## src/rtl/alu_pkg.sv

```systemverilog
// rtl/alu_pkg.sv - alu32 op codes, op type, legality check and response slot state
package alu_pkg;

  typedef logic [5:0] alu_op_t;

  localparam alu_op_t OP_ADDI  = 6'd0;
  localparam alu_op_t OP_SLTI  = 6'd1;
  localparam alu_op_t OP_SLTIU = 6'd2;
  localparam alu_op_t OP_XORI  = 6'd3;
  localparam alu_op_t OP_ORI   = 6'd4;
  localparam alu_op_t OP_ANDI  = 6'd5;
  localparam alu_op_t OP_SLLI  = 6'd6;
  localparam alu_op_t OP_SRLI  = 6'd7;
  localparam alu_op_t OP_SRAI  = 6'd8;
  localparam alu_op_t OP_ADD   = 6'd9;
  localparam alu_op_t OP_SUB   = 6'd10;
  localparam alu_op_t OP_SLL   = 6'd11;
  localparam alu_op_t OP_SLT   = 6'd12;
  localparam alu_op_t OP_SLTU  = 6'd13;
  localparam alu_op_t OP_XOR   = 6'd14;
  localparam alu_op_t OP_SRL   = 6'd15;
  localparam alu_op_t OP_SRA   = 6'd16;
  localparam alu_op_t OP_OR    = 6'd17;
  localparam alu_op_t OP_AND   = 6'd18;
  localparam alu_op_t OP_LAST  = OP_AND;

  typedef enum logic {SLOT_EMPTY, SLOT_FULL} slot_t;

  function automatic logic op_legal(input alu_op_t op);
    return (op <= OP_LAST);
  endfunction

endpackage

```

## src/rtl/alu32.sv

```systemverilog
// rtl/alu32.sv - combinational 32-bit ALU; immediate forms take the immediate on i_b
module alu32
  import alu_pkg::*;
(
  input  alu_op_t     i_op,
  input  logic [31:0] i_a,
  input  logic [31:0] i_b,
  output logic [31:0] o_y
);

  always_comb begin
    o_y = '0;
    case (i_op)
      OP_ADDI, OP_ADD: o_y = i_a + i_b;
      OP_SUB:          o_y = i_a - i_b;
      OP_SLTI, OP_SLT: o_y = {31'd0, $signed(i_a) < $signed(i_b)};
      OP_SLTIU, OP_SLTU: o_y = {31'd0, i_a < i_b};
      OP_XORI, OP_XOR: o_y = i_a ^ i_b;
      OP_ORI, OP_OR:   o_y = i_a | i_b;
      OP_ANDI, OP_AND: o_y = i_a & i_b;
      OP_SLLI, OP_SLL: o_y = i_a << i_b[4:0];
      OP_SRLI, OP_SRL: o_y = i_a >> i_b[4:0];
      OP_SRAI, OP_SRA: o_y = $signed(i_a) >>> i_b[4:0];
      default:         o_y = '0;
    endcase
  end

endmodule

```

## src/rtl/alu_share_arb.sv

```systemverilog
// rtl/alu_share_arb.sv - round-robin sharing of one alu32 among NREQ requesters
// with a one-deep tagged response slot.
module alu_share_arb
  import alu_pkg::*;
#(
  parameter int NREQ = 2
) (
  input  logic                 clk,
  input  logic                 rst_n,
  input  logic [NREQ-1:0]      req_valid,
  output logic [NREQ-1:0]      req_ready,
  input  logic [6*NREQ-1:0]    req_op,
  input  logic [32*NREQ-1:0]   req_a,
  input  logic [32*NREQ-1:0]   req_b,
  output logic                 rsp_valid,
  input  logic                 rsp_ready,
  output logic [31:0]          rsp_data,
  output logic [1:0]           rsp_src,
  output logic                 rsp_err
);

  slot_t       r_slot;
  logic [31:0] r_data;
  logic [1:0]  r_src;
  logic        r_err;
  logic [1:0]  r_ptr;

  logic [3:0]  w_valid4;
  logic [3:0]  w_ready4;
  logic [2:0]  w_cand;
  logic [1:0]  w_gnt;
  logic [1:0]  w_sel;
  logic        w_any;
  logic        w_slot_free;
  logic        w_xfer;
  logic        w_legal;
  alu_op_t     w_op;
  alu_op_t     w_alu_op;
  logic [31:0] w_a;
  logic [31:0] w_b;
  logic [31:0] w_y;

  assign w_valid4    = 4'(req_valid);
  assign w_slot_free = (r_slot == SLOT_EMPTY) || rsp_ready;

  // First valid requester at or after r_ptr, wrapping modulo NREQ.
  always_comb begin
    w_any  = 1'b0;
    w_gnt  = 2'd0;
    w_cand = 3'd0;
    for (int k = 0; k < NREQ; k++) begin
      w_cand = {1'b0, r_ptr} + 3'(k);
      if (w_cand >= 3'(NREQ)) w_cand = w_cand - 3'(NREQ);
      if (!w_any && w_valid4[w_cand[1:0]]) begin
        w_any = 1'b1;
        w_gnt = w_cand[1:0];
      end
    end
  end

  always_comb begin
    w_ready4 = 4'd0;
    if (rst_n && w_slot_free && w_any) w_ready4[w_gnt] = 1'b1;
  end

  assign req_ready = w_ready4[NREQ-1:0];
  assign w_xfer    = (w_ready4 != 4'd0);

  // Idle cycles steer requester 0 into the ALU so its inputs stay defined.
  assign w_sel = w_xfer ? w_gnt : 2'd0;

  always_comb begin
    w_op = '0;
    w_a  = '0;
    w_b  = '0;
    for (int k = 0; k < NREQ; k++) begin
      if (w_sel == 2'(k)) begin
        w_op = req_op[6*k +: 6];
        w_a  = req_a[32*k +: 32];
        w_b  = req_b[32*k +: 32];
      end
    end
  end

  assign w_legal  = op_legal(w_op);
  assign w_alu_op = w_legal ? w_op : OP_ADDI;

  alu32 u_alu32 (
    .i_op (w_alu_op),
    .i_a  (w_a),
    .i_b  (w_b),
    .o_y  (w_y)
  );

  always_ff @(posedge clk or negedge rst_n) begin
    if (!rst_n) begin
      r_slot <= SLOT_EMPTY;
      r_data <= '0;
      r_src  <= '0;
      r_err  <= 1'b0;
      r_ptr  <= '0;
    end else if (w_xfer) begin
      r_slot <= SLOT_FULL;
      r_data <= w_legal ? w_y : 32'd0;
      r_src  <= w_gnt;
      r_err  <= ~w_legal;
      r_ptr  <= (w_gnt == 2'(NREQ-1)) ? 2'd0 : w_gnt + 2'd1;
    end else if (rsp_ready) begin
      r_slot <= SLOT_EMPTY;
    end
  end

  assign rsp_valid = (r_slot == SLOT_FULL);
  assign rsp_data  = r_data;
  assign rsp_src   = r_src;
  assign rsp_err   = r_err;

endmodule

```

## config.mk

```make
export PLATFORM = sky130hd
export DESIGN_NAME = alu_share_arb
export DESIGN_NICKNAME = d
export VERILOG_FILES = /design/src/rtl/alu_pkg.sv /design/src/rtl/alu32.sv /design/src/rtl/alu_share_arb.sv
export SDC_FILE = /design/constraint.sdc
export NUM_CORES = 1
export LEC_CHECK = 0
export CORE_MARGIN = 1.5
export CORE_UTILIZATION = 30
export CTS_CLUSTER_DIAMETER = 30
export CTS_CLUSTER_SIZE = 30
export DETAILED_ROUTE_END_ITERATION = 16
export SYNTH_ARGS = -nofsm -noshare
export SYNTH_HDL_FRONTEND = slang
export SYNTH_SLANG_ARGS = --single-unit
```

## constraint.sdc

```tcl
create_clock -name clk -period 12.5 [get_ports clk]
set_clock_uncertainty 0.2 [all_clocks]
set_input_delay 1.25 -clock clk [delete_from_list [all_inputs] [get_ports clk]]
set_output_delay 1.25 -clock clk [all_outputs]
set_load 0.03 [all_outputs]
```

After elaboration in Yosys (flattened, before gate mapping)
Cells that the tools add are included.
{"block": "classes", "n_addsub": 6, "order_cmp": 9, "n_eq_ne": 20, "shift": 3, "mux": 26, "bitwise": 5, "reduce_logical": 19}
{"operator": "32-bit one-hot mux with 10 select lines", "n": 1}
{"operator": "32-bit 2-to-1 mux", "n": 5}
{"operator": "32-bit less-than comparator", "n": 2}
{"operator": "6-bit by 4-bit == test with 1-bit output (second input constant)", "n": 8}
{"operator": "32-bit adder", "n": 1}
{"operator": "32-bit AND", "n": 1}
{"operator": "32-bit OR", "n": 1}
{"operator": "32-bit by 5-bit << shifter with 32-bit output", "n": 1}
{"operator": "32-bit by 5-bit right shift with 32-bit output", "n": 1}
{"operator": "32-bit by 5-bit >>> shifter with 32-bit output", "n": 1}
{"operator": "32-bit subtractor", "n": 1}
{"operator": "32-bit XOR", "n": 1}
{"operator": "6-bit by 3-bit == test with 1-bit output (second input constant)", "n": 4}
{"operator": "6-bit by 5-bit == test with 1-bit output (second input constant)", "n": 3}
{"operator": "6-bit 2-to-1 mux", "n": 3}
{"operator": "2-bit OR reduction", "n": 9}
{"operator": "6-bit by 2-bit == test with 1-bit output (second input constant)", "n": 2}
{"operator": "2-bit 2-to-1 mux", "n": 6}
{"operator": "2-bit by 3-bit less-than comparator with 1-bit output (second input constant)", "n": 3}
{"operator": "1-bit 2-to-1 mux", "n": 7}
{"operator": "6-bit by 1-bit == test with 1-bit output (second input constant)", "n": 1}
{"operator": "6-bit by 5-bit <= comparator with 1-bit output (second input constant)", "n": 1}
{"operator": "6-bit logical NOT", "n": 1}
{"operator": "1-bit binary-select mux with 2-bit select", "n": 2}
{"operator": "other kinds (16)", "n": 22}
{"block": "totals", "register_bits": 38, "in_bits": 145, "wordCells": 93}

Longest topological paths before layout
Gate-level depths: netlist of the first run.
{"block": "depth", "depth_word": 24, "depth_mapped": 22, "ltp_nobuf": 17}

Modules after synthesis
Synthesis of the first run repeated with hierarchy kept, for this count alone.
{"block": "unflattened", "hier_cells": 1614, "hier_area_um2": 11218.3}
{"mod": "alu32", "n_inst": 1, "cells_each": 1286, "area_per_inst_um2": 8767.2}
{"mod": "alu_share_arb", "n_inst": 1, "cells_each": 328, "area_per_inst_um2": 2451.1}

Worst setup path after synthesis of the first run
OpenSTA, ideal clock, no wires.
{"block": "synth_timing", "path_kind": "in2reg", "start": "input port rsp_ready", "end": "register r_data[22] (netlist: rsp_data[22])", "setup_time_ns": 0.139, "arrival_ns": 5.325, "required_time_ns": 12.161, "slack_ns": 6.837, "cell_stages": 21, "path_cell_list": "nand2b_4 > nand4_4 > inv_4 > buf_6 > buf_4 > buf_6 > clkbuf_1 > clkbuf_1 > nand2_1 > nand2_1 > inv_1 > fa_1 > nor3_1 > o31ai_1 > a21o_1 > and2_1 > a211o_1 > a31oi_1 > o21ai_0 > a2111oi_0 > a21oi_1"}
{"block": "synth_via", "elab_chain_cells": 15}
{"item": "from (decl)", "line": "alu_share_arb.sv:16", "rtl": "input logic rsp_ready,"}
{"item": "1-bit logical OR *", "line": "alu_share_arb.sv:44", "rtl": "assign w_slot_free = (r_slot == SLOT_EMPTY) || rsp_ready;"}
{"item": "1-bit logical AND * (2 in series)", "line": "alu_share_arb.sv:63", "rtl": "if (rst_n && w_slot_free && w_any) w_ready4[w_gnt] = 1'b1;"}
{"item": "4-bit 2-to-1 mux *", "line": "alu_share_arb.sv:63"}
{"item": "named net req_ready[1]", "line": "alu_share_arb.sv:11", "rtl": "output logic [NREQ-1:0] req_ready,"}
{"item": "4-bit nonzero test *", "line": "alu_share_arb.sv:67", "rtl": "assign w_xfer = (w_ready4 != 4'd0);"}
{"item": "2-bit 2-to-1 mux", "line": "alu_share_arb.sv:70", "rtl": "assign w_sel = w_xfer ? w_gnt : 2'd0;"}
{"item": "2-bit logical NOT", "line": "alu_share_arb.sv:77", "rtl": "if (w_sel == 2'(k)) begin"}
{"item": "6-bit 2-to-1 mux (2 in series)", "line": "alu_share_arb.sv:77"}
{"item": "6-bit by 5-bit <= comparator with 1-bit output", "line": "alu_pkg.sv:30", "rtl": "return (op <= OP_LAST);"}
{"item": "6-bit 2-to-1 mux", "line": "alu_share_arb.sv:86", "rtl": "assign w_alu_op = w_legal ? w_op : OP_ADDI;"}
{"item": "6-bit by 4-bit == test with 1-bit output, or another cell as far along", "line": "alu32.sv:13", "rtl": "case (i_op)"}
{"item": "2-bit OR reduction", "line": "alu32.sv:13"}
{"item": "32-bit one-hot mux with 10 select lines", "line": "alu32.sv:13"}
{"item": "32-bit 2-to-1 mux", "line": "alu_share_arb.sv:104", "rtl": "r_data <= w_legal ? w_y : 32'd0;"}
{"item": "to (signal assigned)", "line": "alu_share_arb.sv:104"}
{"item": "to (decl)", "line": "alu_share_arb.sv:23", "rtl": "logic [31:0] r_data;"}
The timed path passes the listed nets; every way through them passes the cells marked *.
A chain may end at the register's enable or synchronous reset.

Final worst setup path of the first run
{"block": "layout_timing", "start": "input port rst_n", "end": "register r_data[0] (netlist: rsp_data[0])"}
{"block": "layout_via", "elab_chain_cells": 14}
{"item": "from (decl)", "line": "alu_share_arb.sv:9", "rtl": "input logic rst_n,"}
{"item": "1-bit logical AND * (2 in series)", "line": "alu_share_arb.sv:63"}
{"item": "4-bit 2-to-1 mux *", "line": "alu_share_arb.sv:63"}
{"item": "4-bit nonzero test *", "line": "alu_share_arb.sv:67"}
{"item": "2-bit 2-to-1 mux", "line": "alu_share_arb.sv:70"}
{"item": "2-bit logical NOT", "line": "alu_share_arb.sv:77"}
{"item": "6-bit 2-to-1 mux (2 in series)", "line": "alu_share_arb.sv:77"}
{"item": "6-bit by 5-bit <= comparator with 1-bit output", "line": "alu_pkg.sv:30"}
{"item": "6-bit 2-to-1 mux", "line": "alu_share_arb.sv:86"}
{"item": "6-bit by 4-bit == test with 1-bit output, or another cell as far along", "line": "alu32.sv:13"}
{"item": "2-bit OR reduction", "line": "alu32.sv:13"}
{"item": "32-bit one-hot mux with 10 select lines", "line": "alu32.sv:13"}
{"item": "32-bit 2-to-1 mux", "line": "alu_share_arb.sv:104"}
Every way passes the cells marked *; elsewhere a longest branch is shown, timed or not.

==> run metrics, run 1 <==
status finished, final reports clean; family with the most delay on the worst path buffers and inverters; Power Total 1330 uW; number of synthesized flops with an enable pin 0; GPL Wtd Cong 1.00; Reg2Reg Depth 17; Clock Latency Late Sink 0.31 ns; Multi-input gate area 0.0116 mm2; met3 Usage GRT 0.0369; busiest grt layer met2; CTS tree yes; TNS Setup 0 ns; Global Route Usage Sum 0.270; Initial Util 0.303; die area 0.0469 mm2; Final HPWL DP 48,700 um; Worst Hold End rsp_err; clock root cell clkbuf_16; first-pass GRT wire length 98,000 um; Worst Path Arrival 7.14 ns; cts bufs inserted 5; post-synth cell types 91; period utilization 0.569; Post-layout nets 2,288; Vias/cell 6.16; pwr dens 83.8 mW/mm2; Finished Layout Cells 2,642; WP buf/inv 6; Post-Route WL 65,200 um; Port Buffers 182; Hold Vio Cnt, Final 0; DR vias 16,300; CP required 12.53 ns; async set or reset register ratio after synthesis 1.00; clock tree sinks 38; total grt overflow 0; ant diodes 0; critical path class input pin to register; num ports 183; syn_nets 2,225; Max FO, Critical Path 56; grt met2 use 0.437; ranking of synthesized cells by area mux2i_1 (12%), ha_1 (9.1%), nand2_1 (8.3%), dfrtp_1 (7.0%), a21oi_1 (6.4%); initial antenna violation count 1; setup slack on the worst flop-to-flop path 6.46 ns; fraction of layout cells with a size suffix above 1 0.0666; Final Setup Violations 0; CP max stage delay 0.80 ns; crit path capture type register; DR WL/cell 24.7 um; Hold Path Depth 2; min cycle time layout 7.11 ns; row cnt 78; crit path launch type input pin; largest net degree at the start of global routing 61; Mapped Area 0.0137 mm2; Cell Chain, Critical Path buf_2 -> buf_4 -> nand4_4 -> inv_4 -> buf_4 -> mux2i_4 -> buf_4 -> inv_4 -> fa_1 -> nor2b_1 -> o2111ai_1 -> nand2_1 -> o311ai_1 -> a21oi_1 -> a211oi_1 -> o31ai_1 -> a31o_1 -> nand4_1; RSZ-0062 raised after global routing false; Main synth FF type dfrtp_1; Clock Path Buffers 2; actual slew at the worst max-slew pin 1.13 ns; slew margin rel. 0.243; cell mode on critical path buf_4; Max stage delay cell, worst path o311ai_1; die width 216 um; Mapped Avg Cell Area 6.91 um2; Die Y 216 um; max-slew violation count 0; number of setup buffers added after CTS 0; Hold WC Path Type register to register; Worst R2R End rsp_data[0]; placed cells 2,634; CORE AREA 0.0452 mm2; vias in the first global route 15,600; M1 GR Usage 0.343; H-tree depth 2; FF+latch area 951 um2; Max IR drop VDD 0.0589 mV; ANT nets after route 0; Post-route DRC 0; sequential element share of the synthesized area 0.0695; Fmax 141 MHz; Util after Layout 0.352; gate count of the mapped netlist 1,978; Area Overhead vs Synth 16.2%; CTS clk-pin slew, worst paths 0.06 ns; #FFs+latches synth 38; router iterations before antenna repair 6; RR Startpoint rsp_valid; total of max-cap violations 0; number of fill cells 4,807; worst hold start rsp_err; static leakage 0.00677 uW; post-synth top area share 0.121; Hold Buf Count CTS 0; number of DRC markers in iteration 0 1,961; yosys warns 0; largest area contributor in the netlist mux2i_1; # resized after CTS 0
==> power by group <==
group / internal, uW / switching [uW] / leakage, uW / total [uW]
combinational: 373 / 637 / 0.00622 / 1010
clock: 79.5 / 62.8 / 0.0000739 / 142
sequential: 151 / 27.4 / 0.000474 / 179
total: 604 / 728 / 0.00677 / 1330
==> worst max path at each step <==
stage	start	end	cells past startpoint	slack [ns]
2_1_floorplan	rsp_ready	rsp_data[22]	21	6.84
3_3_place_gp	rst_n	rsp_data[0]	18	5.29
3_5_place_dp	rst_n	rsp_data[21]	18	5.22
4_1_cts	rst_n	rsp_data[21]	18	5.52
5_1_grt	rst_n	rsp_data[30]	18	5.03
6_report	rst_n	rsp_data[0]	18	5.39
==> area by class of cell <==
type	instances	share of cell area
Clock inverter	1	0.000315
Multi-Input combinational cell	1687	0.731
Clock buffer	7	0.00898
Timing Repair Buffer	217	0.131
Tap cell	600	0.0472
Inverter	92	0.0220
Sequential cell	38	0.0598
==> logic make-up after synthesis <==
group / after synthesis / share of synthesized area
AOI/OAI and AO/OA: 648 / 0.313
buffers and inverters: 253 / 0.0835
xor gates and xnor gates: 20 / 0.0128
adders and majority gates: 102 / 0.0944
DFF: 38 / 0.0695
muxes: 220 / 0.190
and+or+nand+nor: 697 / 0.237
==> sequential cells by signal, indices dropped and copies added, names as in the netlist <==
name	count
rsp_src	2
rsp_err	1
rsp_valid	1
rsp_data	32
r_ptr	2
==> per-stage QoR <==
stage | setup WS [ns] | hold slack, ns | cell area, um2
after floorplan | 6.84 | 0.247 | 13700
after global placement | 5.29 | 0.261 | 15700
after detailed placement | 5.22 | 0.267 | 15700
after CTS | 5.52 | 0.282 | 15900
after global routing | 5.03 | 0.315 | 15900
final | 5.39 | 0.280 | 15900
==> routing by layer <==
| metal | part of all wire | wire, um |
|---|---|---|
| met3 | 0.074 | 4840 |
| met2 | 0.46 | 29800 |
| met5 | 0.00014 | 9 |
| met4 | 0.064 | 4180 |
| met1 | 0.40 | 26400 |
==> cell usage in the layout (no fill, tap or decap), types with 9 or more instances in the layout <==
master / synthesis / layout
and2_1: 10 / 10
a31oi_1: 37 / 37
a221oi_1: 25 / 25
buf_4: 12 / 37
a221o_1: 9 / 9
nand3_1: 40 / 40
o21a_1: 12 / 12
nor3b_1: 14 / 14
a211o_1: 15 / 15
a211oi_1: 34 / 34
ha_1: 100 / 100
o21ai_0: 142 / 142
clkdlybuf4s50_1: 0 / 179
dfrtp_1: 38 / 38
nand4_1: 12 / 12
a21oi_1: 174 / 174
and3_1: 17 / 17
o211ai_1: 23 / 23
xnor2_1: 12 / 12
nor3_1: 51 / 51
a21o_1: 31 / 31
nor2b_1: 56 / 56
mux2_2: 20 / 20
nand2_1: 304 / 304
nor2_1: 136 / 136
mux2i_1: 165 / 160
inv_1: 87 / 87
o31ai_1: 15 / 15
mux4_2: 24 / 24
nand2b_1: 12 / 12
o221ai_1: 16 / 16
==> worst register-to-register path, delay by kind of cell, from the launching register on <==
family	cells	cell delay [ns]
compound gates	6	2.39
buf+inv	4	1.91
simple gates	5	0.52
flops	1	0.41
fa+ha+maj	1	0.38
mux	1	0.18
==> synthesized netlist by cell type (all sizes together) (6+ instances only) <==
cell       n
a21oi    174
nand2b    14
nand3b     7
a211oi    35
o22ai      8
mux2      24
o31ai     15
a31oi     37
inv       91
nand4     13
ha       100
o211ai    24
buf       89
a211o     15
a2111oi   11
o21bai     6
nor3b     14
nand2    305
xor2       8
xnor2     12
and2      10
o32ai      6
mux4      24
o21a      12
mux2i    172
a221o      9
o2111ai    7
nor2b     56
and3      17
nor2     136
clkbuf    72
or3        6
o21ai    149
nor4       7
dfrtp     38
a221oi    26
a21o      31
nor3      51
o221ai    16
o311ai     8
or2        6
a311oi     9
nand3     40
a22oi      7
(Power assumes the default switching activity.)
==> run 2: changes to the inputs <==
- clock period: 12.5 -> 6.67 ns (I/O delays scaled with it)
==> run metrics, run 2 (synthesis results as in run 1) <==
GPL Wtd Cong 0.995 (-0.91%); Fmax 174 MHz; setup slack on the worst flop-to-flop path 1.32 ns (-5.14 ns); RR Startpoint r_ptr[0]; Hold WC Path Type register to register; number of DRC markers in iteration 0 1,737 (-11%); largest net degree at the start of global routing 99 (+62%); hold slack final 0.276 ns (-0.00450 ns); # resized after CTS 0 (unchanged); RSZ-0062 raised after global routing false; status finished, final reports clean; M1 GR Usage 0.361 (+0.0181); period utilization 0.862; num ports 183 (unchanged); die width 216 um (unchanged); Hold Vio Cnt, Final 0 (unchanged); Multi-input gate area 0.0116 mm2 (unchanged); Die Y 216 um (unchanged); commonest non-fill, non-tap cells in the layout nand2_1 (304), clkdlybuf4s50_1 (179), a21oi_1 (174); clock tree sinks 38 (unchanged); initial antenna violation count 3 (+2); Largest register FFs 32 (unchanged); met3 Usage GRT 0.0397 (+0.00281); CP required 6.63 ns (-5.90 ns); min cycle time layout 5.75 ns; max-slew violation count 0 (unchanged); vias in the first global route 15,600 (+0.36%); ANT nets after route 0 (unchanged); Global Route Usage Sum 0.287 (+0.0169); TNS Setup 0 ns (unchanged); Worst Path Arrival 5.70 ns (-1.44 ns); DR vias 16,300 (+0.53%); Cell Chain, Critical Path clkdlybuf4s50_1 -> nand2b_4 -> nand4_4 -> buf_12 -> nand2_1 -> nand2_1 -> ha_1 -> inv_1 -> fa_1 -> nor3_1 -> o31ai_1 -> a21o_1 -> and2_1 -> a211o_1 -> a31oi_1 -> o21ai_0 -> a2111oi_0 -> a21oi_1; DR WL/cell 26.2 um (+6.1%); WP buf/inv 3 (-3); CTS tree yes; cts bufs inserted 5 (unchanged); Power Total 2530 uW (+90%); CP Launch Point req_valid[0]; Max IR drop VDD 0.0906 mV (+54%); total grt overflow 0 (unchanged); Hold Buf Count CTS 0 (unchanged); clock root cell clkbuf_16; Post-layout nets 2,294 (+0.26%); commonest non-fill, non-tap cell in the layout nand2_1; pwr dens 158 mW/mm2 (+89%); Initial Util 0.303 (unchanged); FF+latch area 951 um2 (unchanged); worst hold start rsp_err; busiest grt layer met2; crit path capture type register; total of max-cap violations 0 (unchanged); grt met2 use 0.463 (+0.0257); number of setup buffers added after CTS 0 (unchanged); Worst Hold End rsp_err; Worst R2R End rsp_data[22]; critical path class input pin to register; Clock Latency Late Sink 0.31 ns (about the same); Final Setup Violations 0 (unchanged); Util after Layout 0.353 (+0.00150); first-pass GRT wire length 103,000 um (+4.6%); family with the most delay on the worst path compound AO/OA/AOI/OAI gates; Post-Route WL 69,400 um (+6.4%); Vias/cell 6.17 (+0.27%); static leakage 0.00680 uW (+0.51%); Post-route DRC 0 (unchanged); CTS clk-pin slew, worst paths 0.07 ns (about the same); Port Buffers 182 (unchanged); Hold Path Depth 2 (unchanged); Clock Path Buffers 2 (unchanged); router iterations before antenna repair 6 (unchanged); cell mode on critical path nand2_1; CORE AREA 0.0452 mm2 (unchanged); slew margin rel. 0.174 (-0.0696); die area 0.0469 mm2 (unchanged); Reg2Reg Depth 17 (unchanged); actual slew at the worst max-slew pin 1.24 ns (+0.104 ns); Final HPWL DP 52,800 um (+8.5%); Max stage delay cell, worst path a2111oi_0; fraction of layout cells with a size suffix above 1 0.0698 (+0.00322); crit path launch type input pin; CP max stage delay 0.85 ns (+0.05 ns); H-tree depth 2 (unchanged); row cnt 78 (unchanged); Area Overhead vs Synth 16.7%; Max FO, Critical Path 98 (+75%); number of fill cells 4,866 (+1.2%)
==> run 2: changes by cell type in the layout (fill, tap and decap cells not counted), sizes merged <==
cell      delta
clkinvlp     +1
diode        +1
clkbuf       -1
inv          +1
buf          +6
clkinv       -1
==> run 2: worst reg2reg max path, cell delays in order (launching register included) <==
cell and delay, ns:
dfrtp_1 0.39, nand2b_4 0.16, nand4_4 0.12, buf_12 0.35, nand2_1 0.33, nand2_1 0.19, ha_1 0.23, inv_1 0.07
fa_1 0.47, nor3_1 0.22, o31ai_1 0.20, a21o_1 0.31, and2_1 0.22, a211o_1 0.29, a31oi_1 0.23, o21ai_0 0.21
a2111oi_0 0.85, a21oi_1 0.15
==> run 2: metal layers <==
metal  vias up  wire, um
li1       7425         -
met3       185      4950
met4         0      4920
met1      7893     28300
met5         -         0
met2       846     31200
==> run 2: cell type report <==
cell class / count / area share
well taps: 600 / 0.0470
repair buffers: 223 / 0.134
diodes: 1 / 0.000157
clock inverters: 2 / 0.00102
inverters: 92 / 0.0220
multi-input cells: 1687 / 0.728
flip-flops and latches: 38 / 0.0596
clock buffers: 6 / 0.00870
==> run 2: report_power, final <==
| part | switching [uW] | total [uW] | internal [uW] | leakage [uW] |
|---|---|---|---|---|
| registers | 39.8 | 323 | 284 | 0.000474 |
| clock network | 126 | 277 | 151 | 0.0000735 |
| logic | 1220 | 1930 | 703 | 0.00625 |
==> run 2: how the worst max path moves through the flow <==
stage	depth (start not counted)	end
2_1_floorplan	21	rsp_data[22]
3_3_place_gp	17	rsp_data[0]
3_5_place_dp	17	rsp_data[0]
4_1_cts	17	rsp_data[0]
5_1_grt	17	rsp_data[28]
6_report	18	rsp_data[22]
==> run 2: through the flow <==
step / instance area [um2] / std cells / setup slack, ns
floorplan: 13700 / 1978 / 1.59
global placement: 15800 / 2640 / 0.807
detailed placement: 15800 / 2640 / 0.752
CTS: 16000 / 2648 / 1.04
global route: 16000 / 2648 / 0.648
finish: 16000 / 2649 / 0.922
==> run 3: changes to the inputs <==
- RECOVER_POWER: unset -> 25
- SLEW_MARGIN: unset -> 20
==> run metrics, run 3 (synthesis results as in run 1) <==
TNS Setup 0 ns (unchanged); min cycle time layout 5.74 ns (-0.00356 ns); met3 Usage GRT 0.0397 (unchanged); busiest grt layer met2; Clock Latency Late Sink 0.31 ns (about the same); Post-route DRC 0 (unchanged); Reg2Reg Depth 17 (unchanged); RSZ-0062 raised after global routing false; status finished, violations left; Max IR drop VDD 0.0910 mV (+0.48%); critical path class input pin to register; Place WS 0.752 ns (unchanged); Initial Util 0.303 (unchanged); DR WL/cell 26.2 um (about the same); first-pass GRT wire length 103,000 um (unchanged); CP Depth 17 (-1); number of DRC markers in iteration 0 1,952 (+12%); static leakage 0.00680 uW (about the same); Logic pwr share 0.763 (about the same); Post-Route WL 69,500 um (+0.12%); # resized after CTS 0 (unchanged); number of setup buffers added after CTS 0 (unchanged); row cnt 78 (unchanged); Global Route Usage Sum 0.287 (unchanged); CP max stage delay 0.85 ns (about the same); fraction of layout cells with a size suffix above 1 0.0688 (-0.000977); number of fill cells 4,865 (-0.021%); Worst R2R End rsp_data[22]; crit path launch type input pin; Area Overhead vs Synth 16.7% (about the same); total grt overflow 0 (unchanged); Hold Buf Count CTS 0 (unchanged); sequential share of power 0.128 (about the same); cts bufs inserted 5 (unchanged); die area 0.0469 mm2 (unchanged); hold slack final 0.276 ns (+0.0000880 ns); final setup margin 0.925 ns (+0.00356 ns); Post-layout nets 2,294 (unchanged); clock root cell clkbuf_16; sw frac 0.550 (about the same); grt met2 use 0.463 (unchanged); Max FO, Critical Path 28 (-71%); Port Buffers 182 (unchanged); Worst Hold End rsp_err; max-slew violation count 41 (+41); period utilization 0.861 (about the same); pwr dens 158 mW/mm2 (about the same); CTS tree yes; Clock Path Buffers 2 (unchanged); cell mode on critical path nand2_1; RR Startpoint r_ptr[0]; internal power 1140 uW (about the same); ANT nets after route 0 (unchanged); WP buf/inv 3 (unchanged); vias in the first global route 15,600 (unchanged); largest net degree at the start of global routing 99 (unchanged); Final HPWL DP 52,800 um (unchanged); Final Setup Violations 0 (unchanged); CP required 6.62 ns (about the same); die width 216 um (unchanged); crit path capture type register; Hold Vio Cnt, Final 0 (unchanged); Clk pwr share 0.109 (about the same); Vias/cell 6.19 (+0.32%); Die Y 216 um (unchanged); CORE AREA 0.0452 mm2 (unchanged); P_sw 1390 uW (about the same); commonest non-fill, non-tap cells in the layout nand2_1 (304), clkdlybuf4s50_1 (179), a21oi_1 (174); Cell Chain, Critical Path clkdlybuf4s50_1 -> nand2b_4 -> nand4_4 -> inv_4 -> buf_4 -> nand2_1 -> nand2_1 -> ha_1 -> and4_1 -> nand4_1 -> a21o_1 -> and2_1 -> a211o_1 -> a31oi_1 -> o21ai_0 -> a2111oi_0 -> a21oi_1; total of max-cap violations 1 (+1); router iterations before antenna repair 8 (+2); M1 GR Usage 0.361 (unchanged); Worst Path Arrival 5.70 ns (about the same); Hold WC Path Type register to register; H-tree depth 2 (unchanged); clock tree sinks 38 (unchanged); Util after Layout 0.353 (about the same); CTS clk-pin slew, worst paths 0.07 ns (about the same); actual slew at the worst max-slew pin 2.63 ns (+1.39 ns); commonest non-fill, non-tap cell in the layout nand2_1; family with the most delay on the worst path compound AO/OA/AOI/OAI gates; initial antenna violation count 3 (unchanged); DR vias 16,400 (+0.36%); Power Total 2530 uW (about the same); GPL Wtd Cong 0.995 (unchanged); violations in the final reports capacitance limit, slew limit; Largest register FFs 32 (unchanged); setup slack on the worst flop-to-flop path 1.34 ns (+0.02 ns); Fmax 174 MHz (about the same); Hold Path Depth 2 (unchanged); slew margin rel. -0.751 (-0.924); Max stage delay cell, worst path a2111oi_0; worst hold start rsp_err; num ports 183 (unchanged)
-- run 3: cell types whose count changed in the layout (fill, tap and decap cells not counted) --
cell / previous run / this run
buf_4: 42 / 41
buf_2: 1 / 0
clkbuf_1: 0 / 2
diode_2: 1 / 2
-- run 3: how the worst max path moves through the flow --
stage,start,end,slack (ns)
2_1_floorplan,rsp_ready,rsp_data[22],1.59
3_3_place_gp,rsp_ready,rsp_data[0],0.81
3_5_place_dp,rsp_ready,rsp_data[0],0.75
4_1_cts,rsp_ready,rsp_data[0],1.04
5_1_grt,rst_n,req_ready[0],0.42
6_report,rsp_ready,rsp_data[22],0.93
-- run 3: final cells by class --
| type | count | area, um2 | area share |
|---|---|---|---|
| Sequential cell | 38 | 951 | 0.0596 |
| Clock buffer | 6 | 139 | 0.00870 |
| Timing Repair Buffer | 223 | 2130 | 0.133 |
| Multi-Input combinational cell | 1687 | 11600 | 0.728 |
| Tap cell | 600 | 751 | 0.0470 |
| Inverter | 92 | 350 | 0.0220 |
| Antenna cell | 2 | 5.00 | 0.000314 |
| Clock inverter | 2 | 16.3 | 0.00102 |
-- run 3: power groups by stage --
stage                     Sequential, uW  Combinational, uW  Clock (uW)
after floorplan                      419               1110           0
after global placement               328               1870           0
after detailed placement             328               1880           0
after CTS                            325               1890         283
after global routing                 331               2060         288
final                                324               1930         276
-- run 3: metal layers --
metal | vias to the layer above | routed length (um)
li1 | 7427 | -
met2 | 841 | 31200
met4 | 0 | 4900
met3 | 187 | 4700
met5 | - | 0
met1 | 7953 | 28600
-- run 3: worst reg2reg max path: cells and delay by family, from the launching register on --
| family | cells | cell delay (ns) |
|---|---|---|
| compound gates | 7 | 2.22 |
| simple gates | 6 | 1.22 |
| fa+ha+maj | 2 | 0.70 |
| buf+inv | 2 | 0.44 |
| flops | 1 | 0.39 |
-- run 3: stage by stage --
stage,instance area (um2),std cells
floorplan,13700,1978
global placement,15800,2640
detailed placement,15800,2640
CTS,16000,2648
global route,16000,2648
finish,16000,2650
